[config.mk]
export PLATFORM = sky130hd
export DESIGN_NAME = fifo_read_ctrl_flat
export DESIGN_NICKNAME = d
export VERILOG_FILES = /design/src/rtl/fifo_read_ctrl_if.sv /design/src/rtl/fifo_read_ctrl.sv /design/src/flat_wrapper.sv
export SDC_FILE = /design/constraint.sdc
export NUM_CORES = 1
export LEC_CHECK = 0
export BUFFER_PORTS_ARGS = -buffer_cell sky130_fd_sc_hd__buf_2
export CORE_AREA = 2 2 54 56
export CTS_BUF_LIST = sky130_fd_sc_hd__clkbuf_8
export DETAILED_ROUTE_END_ITERATION = 8
export DIE_AREA = 0 0 56 58
export GPL_TIMING_DRIVEN = 0
export PLACE_DENSITY = 0.8
export SLEW_MARGIN = 5
export SYNTH_ARGS = -nofsm -noshare
export SYNTH_HDL_FRONTEND = slang
export SYNTH_SLANG_ARGS = --single-unit
[constraint.sdc]
create_clock -name read_clk -period 6.6 [get_ports read_clk]
set_clock_uncertainty 0.15 [all_clocks]
set_input_delay 0.33 -clock read_clk [delete_from_list [all_inputs] [get_ports read_clk]]
set_output_delay 0.33 -clock read_clk [all_outputs]
set_load 0.005 [all_outputs]
[src/rtl/fifo_read_ctrl_if.sv]
// Memory-read and output-stream signals of the grey-pointer FIFO read controller.
// master: controller side; slave: memory model and downstream consumer.
interface fifo_read_ctrl_if #(
    parameter int unsigned DATA_LENGTH = 8,
    parameter int unsigned FIFO_DEPTH  = 8
);
    localparam int unsigned AW = $clog2(FIFO_DEPTH);

    logic [AW-1:0]          read_address;
    logic                   read_enable;
    logic [DATA_LENGTH-1:0] mem_data;
    logic [DATA_LENGTH-1:0] dataOut;
    logic                   out_valid;
    logic                   out_ready;

    modport master (
        output read_address, read_enable, dataOut, out_valid,
        input  mem_data, out_ready
    );

    modport slave (
        input  read_address, read_enable, dataOut, out_valid,
        output mem_data, out_ready
    );
endinterface

[src/rtl/fifo_read_ctrl.sv]
// Read-side controller of the async grey-pointer FIFO with a two-entry output stage.
// Optional FIFO_READ_LEVEL_EN adds the read_level occupancy output.
module fifo_read_ctrl #(
    parameter int unsigned DATA_LENGTH = 8,
    parameter int unsigned FIFO_DEPTH  = 8
) (
    input  logic                          read_clk,
    input  logic                          reset,
    input  logic [$clog2(FIFO_DEPTH):0]   write_ptr_grey,
    fifo_read_ctrl_if.master              bus,
    output logic [$clog2(FIFO_DEPTH):0]   read_ptr_grey,
    output logic                          empty
`ifdef FIFO_READ_LEVEL_EN
    ,
    output logic [$clog2(FIFO_DEPTH)+1:0] read_level
`endif
);
    localparam int unsigned AW = $clog2(FIFO_DEPTH);

    logic [AW:0]            rd_bin_q, rd_bin_d;
    logic [AW:0]            rd_grey_q;
    logic [AW:0]            wr_bin;
    logic                   inflight_q, inflight_d;
    logic [1:0]             occ_q, occ_d;
    logic [DATA_LENGTH-1:0] head_q, head_d;
    logic [DATA_LENGTH-1:0] skid_q, skid_d;
    logic                   mem_empty;
    logic                   pop;
    logic                   read_enable;
    logic [2:0]             committed;

    // Each binary bit is the XOR of all grey bits at or above it.
    always_comb begin
        wr_bin = '0;
        for (int i = 0; i <= int'(AW); i++) begin
            wr_bin[i] = ^(write_ptr_grey >> i);
        end
    end

    assign mem_empty   = (rd_bin_q == wr_bin);
    assign pop         = (occ_q != 2'd0) & bus.out_ready;
    // Words already owed to the stage after this cycle's pop; keep it below two.
    assign committed   = {1'b0, occ_q} + {2'b00, inflight_q} - {2'b00, pop};
    assign read_enable = !reset & !mem_empty & (committed < 3'd2);

    always_comb begin
        rd_bin_d   = rd_bin_q + {{AW{1'b0}}, read_enable};
        inflight_d = read_enable;
        occ_d      = occ_q;
        head_d     = head_q;
        skid_d     = skid_q;
        case ({inflight_q, pop})
            2'b10: begin
                if (occ_q == 2'd0) begin
                    head_d = bus.mem_data;
                    occ_d  = 2'd1;
                end else begin
                    skid_d = bus.mem_data;
                    occ_d  = 2'd2;
                end
            end
            2'b01: begin
                // Head is left untouched when the stage drains so dataOut holds.
                if (occ_q == 2'd2) begin
                    head_d = skid_q;
                end
                occ_d = occ_q - 2'd1;
            end
            2'b11: begin
                if (occ_q == 2'd2) begin
                    head_d = skid_q;
                    skid_d = bus.mem_data;
                end else begin
                    head_d = bus.mem_data;
                end
            end
            default: ;
        endcase
    end

    always_ff @(posedge read_clk) begin
        if (reset) begin
            rd_bin_q   <= '0;
            rd_grey_q  <= '0;
            inflight_q <= 1'b0;
            occ_q      <= 2'd0;
            head_q     <= '0;
            skid_q     <= '0;
        end else begin
            rd_bin_q   <= rd_bin_d;
            rd_grey_q  <= rd_bin_d ^ (rd_bin_d >> 1);
            inflight_q <= inflight_d;
            occ_q      <= occ_d;
            head_q     <= head_d;
            skid_q     <= skid_d;
        end
    end

    assign bus.read_address = rd_bin_q[AW-1:0];
    assign bus.read_enable  = read_enable;
    assign bus.dataOut      = head_q;
    assign bus.out_valid    = (occ_q != 2'd0);
    assign read_ptr_grey    = rd_grey_q;
    assign empty            = mem_empty & !inflight_q & (occ_q == 2'd0);

`ifdef FIFO_READ_LEVEL_EN
    assign read_level = {1'b0, wr_bin - rd_bin_q} + {{(AW + 1){1'b0}}, inflight_q}
                      + {{AW{1'b0}}, occ_q};
`endif
endmodule
[src/flat_wrapper.sv]
// flat-port wrapper written by rule: the top's interface ports become plain ports
module fifo_read_ctrl_flat 
#(
    parameter int unsigned DATA_LENGTH = 8,
    parameter int unsigned FIFO_DEPTH  = 8
)
  (read_clk, reset, write_ptr_grey, read_ptr_grey, empty, bus_read_address, bus_read_enable, bus_dataOut, bus_out_valid, bus_mem_data, bus_out_ready);
  fifo_read_ctrl_if #(.DATA_LENGTH(DATA_LENGTH), .FIFO_DEPTH(FIFO_DEPTH)) bus_i ();
  input  logic read_clk;
  input  logic reset;
  input  logic [$clog2(FIFO_DEPTH):0] write_ptr_grey;
  output logic [$clog2(FIFO_DEPTH):0] read_ptr_grey;
  output logic empty;
  output wire logic [$bits(bus_i.read_address)-1:0] bus_read_address;
  output wire logic [$bits(bus_i.read_enable)-1:0] bus_read_enable;
  output wire logic [$bits(bus_i.dataOut)-1:0] bus_dataOut;
  output wire logic [$bits(bus_i.out_valid)-1:0] bus_out_valid;
  input wire logic [$bits(bus_i.mem_data)-1:0] bus_mem_data;
  input wire logic [$bits(bus_i.out_ready)-1:0] bus_out_ready;
  assign bus_read_address = bus_i.read_address;
  assign bus_read_enable = bus_i.read_enable;
  assign bus_dataOut = bus_i.dataOut;
  assign bus_out_valid = bus_i.out_valid;
  assign bus_i.mem_data = bus_mem_data;
  assign bus_i.out_ready = bus_out_ready;
  fifo_read_ctrl #(.DATA_LENGTH(DATA_LENGTH), .FIFO_DEPTH(FIFO_DEPTH)) u_core (.read_clk(read_clk), .reset(reset), .write_ptr_grey(write_ptr_grey), .bus(bus_i), .read_ptr_grey(read_ptr_grey), .empty(empty));
endmodule
After elaboration in Yosys (flattened, before gate mapping)

Cells that the tools add are included.
W data, S select, Z words.

Bitwise gates (word level): 6
Add/sub/neg operators: 4
Equality and inequality tests: 9
Mux-type cells: 9
Reduce and logical (&&, ||, !) cells: 14
Order comparisons: 1

Operator list:

| operator              | number |
|---|---|
| $mux W8               | 5 |
| $pmux W8 S3           | 1 |
| $pmux W8 S2           | 1 |
| $reduce_xor A4 Y1     | 4 |
| $eq A2 B2 Y1 const B  | 3 |
| $ne A2 B1 Y1 const B  | 3 |
| $reduce_and A3 Y1     | 2 |
| $reduce_bool A2 Y1    | 3 |
| $and A1 B1 Y1         | 5 |
| $add A4 B1 Y4         | 1 |
| $eq A4 B4 Y1          | 1 |
| $pmux W2 S2           | 1 |
| $xor A4 B3 Y4         | 1 |
| $add A2 B1 Y3         | 1 |
| $logic_not A1 Y1      | 3 |
| $lt A3 B2 Y1 const B  | 1 |
| $reduce_bool A3 Y1    | 1 |
| $sub A3 B1 Y3         | 1 |
| $eq A2 B1 Y1 const B  | 1 |
| $logic_not A2 Y1      | 1 |
| $mux W2               | 1 |
| $ne A2 B2 Y1 const B  | 1 |
| $sub A2 B1 Y2 const B | 1 |

Flip-flop bits (word level): 27
Logic and storage cells: 49
Output and inout bits: 18

Depth between registers and ports, before layout

Depth in word-level cells: 7
Gate-level depth with buffers: 13
Mapped depth without buffers: 13

Worst setup path before layout

No wires, ideal clock.

Kind: flip-flop to flip-flop
Start point: reg u_core.occ_q[1]
End point: reg u_core.rd_grey_q[1] (netlist: u_core.read_ptr_grey[1])
Clock period less this slack: 3.331 ns
Slack: 3.269 ns
Arrival time: 3.054 ns
Cell stages (with the launch flop): 14
Path buffers: 0
Path through: dfxtp_1 > inv_1 > ha_1 > nand2b_1 > ha_1 > nand2_1 > fa_1 > xor2_1 > nor4b_1 > ha_1 > ha_1 > xor2_1 > xnor2_1 > nor2_1

Cells in the longest elaborated chain, start to end: 7
Elaborated cells between the ends (all ways): 8

RTL lines:

| what                                                  | RTL line             | text |
|---|---|---|
| start: declaration                                    | fifo_read_ctrl.sv:24 | `logic [1:0] occ_q, occ_d;` |
| start signal: assignment                              | fifo_read_ctrl.sv:86 | `occ_q <= 2'd0;` |
| start signal: assignment                              | fifo_read_ctrl.sv:93 | `occ_q <= occ_d;` |
| branches (longest 2 deep; another with $add A2 B1 Y3) | -                    |  |
| $sub A3 B1 Y3 (*)                                     | fifo_read_ctrl.sv:43 | `assign committed = {1'b0, occ_q} + {2'b00, inflight_q} - {2'b00, pop};` |
| $lt A3 B2 Y1 (*)                                      | fifo_read_ctrl.sv:44 | `assign read_enable = !reset & !mem_empty & (committed < 3'd2);` |
| $and A1 B1 Y1 (*)                                     | fifo_read_ctrl.sv:44 |  |
| via bus_read_enable                                   | flat_wrapper.sv:15   | `output wire logic [$bits(bus_i.read_enable)-1:0] bus_read_enable;` |
| $add A4 B1 Y4 (*)                                     | fifo_read_ctrl.sv:47 | `rd_bin_d = rd_bin_q + {{AW{1'b0}}, read_enable};` |
| $xor A4 B3 Y4 (*)                                     | fifo_read_ctrl.sv:91 | `rd_grey_q <= rd_bin_d ^ (rd_bin_d >> 1);` |
| end signal: assignment                                | fifo_read_ctrl.sv:91 |  |
| end: declaration                                      | fifo_read_ctrl.sv:21 | `logic [AW:0] rd_grey_q;` |

Mark *: on every way through the listed nets, which the timed path passes.
A chain may end at the register's enable or synchronous reset.

Worst setup path in the final report

Start point: reg u_core.occ_q[1]
End point: reg u_core.rd_grey_q[1] (netlist: u_core.read_ptr_grey[1])

Cells in the longest elaborated chain, start to end: 7
Elaborated cells between the ends (all ways): 8

RTL lines:

| what                                                  | RTL line |
|---|---|
| branches (longest 2 deep; another with $add A2 B1 Y3) | - |
| $sub A3 B1 Y3 (*)                                     | fifo_read_ctrl.sv:43 |
| $lt A3 B2 Y1 (*)                                      | fifo_read_ctrl.sv:44 |
| $and A1 B1 Y1 (*)                                     | fifo_read_ctrl.sv:44 |
| $add A4 B1 Y4 (*)                                     | fifo_read_ctrl.sv:47 |
| $xor A4 B3 Y4 (*)                                     | fifo_read_ctrl.sv:91 |

Every way passes the cells marked *.

==> summary.txt <==
LOGIC SYNTHESIS
------------------------------------------------------------------------------------------
Main flop type after synthesis                                                sky130_fd_sc_hd__dfxtp_1
Yosys top cell area share                                                            41.1%
Largest cells by area after synthesis                                         sky130_fd_sc_hd__dfxtp_1 41%, sky130_fd_sc_hd__mux2i_1 14%, sky130_fd_sc_hd__nor2_1 7.1%, sky130_fd_sc_hd__ha_1 5.9%, sky130_fd_sc_hd__xnor2_1 4.8%
Number of enable-type register cells in the synthesized netlist                          0
Cell types with the highest counts after synthesis                            26 x sky130_fd_sc_hd__dfxtp_1, 24 x sky130_fd_sc_hd__nor2_1, 18 x sky130_fd_sc_hd__mux2i_1, 8 x sky130_fd_sc_hd__a211oi_1, 7 x sky130_fd_sc_hd__xnor2_1
Total of flip-flops plus latches after synthesis                                        26
Synthesized area                                                              0.00127 mm^2
Most common cell in the netlist                                               sky130_fd_sc_hd__dfxtp_1
Post-synthesis instance total                                                          128
Cell taking the most area after synthesis                                     sky130_fd_sc_hd__dfxtp_1
Sequential fraction of the synthesis area                                            41.1%
Total of warnings raised by yosys                                                        0
Syn Area/Cell                                                                    9.89 um^2
Synthesized netlist net count                                                          150
Async SR Flop Fraction                                                                  0%
Count of cell types in the netlist                                                      27

GLOBAL ROUTE
------------------------------------------------------------------------------------------
First-pass GRT wire length                                                         4210 um
Number of global-route vias before repair                                              970
Total global routing overflow                                                            0
Number of antenna violations at the first check in global routing                        0
Total routing usage reported by global routing                                       16.2%
Pin count of the biggest net entering global routing                                    15

FINAL LAYOUT
------------------------------------------------------------------------------------------
Share of final-layout standard cells stronger than drive strength 1                  25.2%
Area occupied by multi-input gates                                                701 um^2
Design Area, Final                                                            0.00152 mm^2
Register area                                                                     520 um^2
Antenna fix cells                                                                        0
Fillcell total                                                                         244
# nets final                                                                           186
Layout overhead on the synthesized area                                              19.7%

PLACEMENT
------------------------------------------------------------------------------------------
Port Buf Inserts                                                                        31
Placer's final routability congestion estimate                                       0.752
Post-DP HPWL                                                                       1940 um
Total placed instance area                                                    0.00146 mm^2

CRITICAL PATH
------------------------------------------------------------------------------------------
Cell at the slowest stage of the critical path                                sky130_fd_sc_hd__dfxtp_1
Ordered cell list for the critical path                                       inv_1 -> ha_1 -> nand2b_1 -> ha_1 -> nand2_1 -> fa_1 -> xor2_1 -> nor4b_1 -> ha_1 -> ha_1 -> xor2_1 -> xnor2_1 -> nor2_1
Max Fanout on Critical Path                                                              6
Required time at the worst-slack endpoint                                          6.59 ns
Delay of the slowest cell on the worst path                                        0.44 ns
Worst setup path class                                                             reg2reg
Arrival time worst endpoint                                                        3.62 ns
CP Capture Type                                                                       flop
Most common cell type on the critical path                                    sky130_fd_sc_hd__ha_1
Startpoint kind of the worst setup timing path                                        flop

POWER
------------------------------------------------------------------------------------------
Static Leak                                                                       0.717 nW
Maximum VDD drop                                                                  0.229 mV
PD cells                                                                       420 mW/mm^2

CLOCKING
------------------------------------------------------------------------------------------
TritonCTS clock tree                                                                   yes
Deepest clock path buffer count                                                          2
Post-CTS setup-driven buffer insertion count                                             0
Root buffer cell                                                              sky130_fd_sc_hd__clkbuf_8
TritonCTS Sinks                                                                         26
Clock edge transition at the registers on the reported setup and hold paths        0.08 ns
Number of resized instances in the post-cts repair step                                  0
Count of hold buffers inserted by post-cts repair                                        0
Number of buffers created by CTS                                                         3
Insertion delay to the later sink of the worst-skew pair                           0.26 ns
Maximum level of the CTS H-tree                                                          1

HOLD PATH
------------------------------------------------------------------------------------------
Kind of path behind the tightest hold check                                         in2reg

TIMING
------------------------------------------------------------------------------------------
Max transition margin                                                                58.0%
Setup repair after global routing missed its margin                                     no
Achievable Freq                                                                    276 MHz
Final setup vio count                                                                    0
Crit path time final                                                               3.62 ns
Portion of the clock cycle consumed by the worst path in the final layout            54.9%
Final TNS setup                                                                       0 ns
Final Hold Viols                                                                         0
Max Transition Viols Final                                                               0
Worst-margin pin slew                                                             0.629 ns

DETAILED ROUTING
------------------------------------------------------------------------------------------
Aggregate routed wire length                                                       2430 um
DRC marker count from the first detailed-route iteration                                17
Remaining routing DRC violations                                                         0
Residual antenna-violating net count after detailed routing                              0
Detailed-router iteration count before antenna repair                                    4
Via count                                                                              988
Vias per inst                                                                         5.09
Post-DR wirelength/cell                                                            12.5 um

FLOORPLAN
------------------------------------------------------------------------------------------
Floorplan die height                                                                 58 um
Starting density of the core                                                         47.6%
Number of placement rows                                                                19
Overall die area                                                              0.00325 mm^2
Die Span X                                                                           56 um
I/O pin total                                                                           33
Area of the core                                                              0.00266 mm^2

RUN STATUS
------------------------------------------------------------------------------------------
Result of the run                                                             finished clean

JOB
------------------------------------------------------------------------------------------
Max-cap violations                                                                       0

## power by group
group,leakage (nW),switching [W],internal [W]
Clock,0.0288,0.0000457,0.0000532
Sequential,0.213,0.0000270,0.000198
Combinational,0.476,0.000163,0.000150
Total,0.717,0.000235,0.000401
## worst max-delay path: cells and delay by family, from the launching register on
family,cells,cell delay [ns]
AND/OR/NAND/NOR,4,0.77
adder cells (fa/ha/maj),5,1.50
XOR/XNOR,3,0.55
buffers and inverters,1,0.09
flip-flops,1,0.44
## through the flow
| stage | power, W | setup WS [ns] | utilization, % | cells | hold WS, ns |
|---|---|---|---|---|---|
| 2_1_floorplan | 0.000458 | 3.27 | - | 128 | 0.310 |
| 3_3_place_gp | 0.000524 | 3.09 | 54.8 | 190 | 0.322 |
| 3_5_place_dp | 0.000541 | 2.95 | 54.8 | 190 | 0.344 |
| 4_1_cts | 0.000639 | 2.92 | 56.9 | 194 | 0.173 |
| 5_1_grt | 0.000689 | 2.69 | 56.9 | 194 | 0.187 |
| 6_report | 0.000636 | 2.98 | 56.9 | 194 | 0.171 |
## cell families (layout without fill, tap and decap cells)
group,count (synthesis),in the layout,synth area share [%]
adder cells (fa/ha/maj),7,7,7.51
flip-flops,26,26,41.1
XOR/XNOR,12,12,8.30
buffers and inverters,9,44,3.56
multiplexers,18,18,14.2
AO/OA/AOI/OAI,15,15,10.4
AND/OR/NAND/NOR,41,41,14.9
## area by class of cell
cell class              instances  share of cell area (%)
clock buffers                   4                    3.63
multi-input cells              93                    46.2
plain buffers                   5                    1.98
flip-flops and latches         26                    34.4
inverters                       4                   0.991
repair buffers                 31                    10.2
well taps                      31                    2.56
## cells in the final DEF, fill, tap and decap left out
master,instances
sky130_fd_sc_hd__nor2b_1,4
sky130_fd_sc_hd__inv_2,1
sky130_fd_sc_hd__buf_6,1
sky130_fd_sc_hd__buf_4,1
sky130_fd_sc_hd__a311oi_1,1
sky130_fd_sc_hd__xnor2_1,7
sky130_fd_sc_hd__nor3_1,2
sky130_fd_sc_hd__and3_1,2
sky130_fd_sc_hd__dfxtp_1,26
sky130_fd_sc_hd__nand2b_1,1
sky130_fd_sc_hd__nand2_1,3
sky130_fd_sc_hd__mux2i_1,18
sky130_fd_sc_hd__xor2_1,5
sky130_fd_sc_hd__nor2_1,24
sky130_fd_sc_hd__nor4b_1,2
sky130_fd_sc_hd__a21oi_2,1
sky130_fd_sc_hd__fa_1,1
sky130_fd_sc_hd__and2_1,1
sky130_fd_sc_hd__ha_1,6
sky130_fd_sc_hd__clkbuf_8,4
sky130_fd_sc_hd__a21bo_2,1
sky130_fd_sc_hd__clkbuf_1,3
sky130_fd_sc_hd__buf_2,31
sky130_fd_sc_hd__a21oi_1,2
sky130_fd_sc_hd__o21bai_1,1
sky130_fd_sc_hd__a221oi_4,1
sky130_fd_sc_hd__nand3_1,2
sky130_fd_sc_hd__inv_1,3
sky130_fd_sc_hd__a211oi_1,8
## routing by layer
metal / track usage [%] / wire length (um) / vias up
met3: 2.90 / 80 / 2
met4: 7.14 / 27 / 0
met1: 18.6 / 1070 / 457
met5: 0 / 0 / -
li1: - / - / 513
met2: 29.6 / 1250 / 16
## final timing paths
path                         start                      end  slack [ns]  cells after the start
max                u_core.occ_q[1]  u_core.read_ptr_grey[1]        2.98                     13
min                bus_mem_data[2]         u_core.skid_q[2]        0.17                      3
max reg2reg        u_core.occ_q[1]  u_core.read_ptr_grey[1]        2.98                     13
min reg2reg  u_core.bus.dataOut[6]    u_core.bus.dataOut[6]        0.35                      2
## state kept, by name, indices dropped and copies added, names as in the netlist
register,count
u_core.bus.dataOut,8
u_core.skid_q,8
u_core.read_ptr_grey,4
u_core.rd_bin_q,3
u_core.occ_q,2
u_core.inflight_q,1
(Power assumes the default switching activity.)
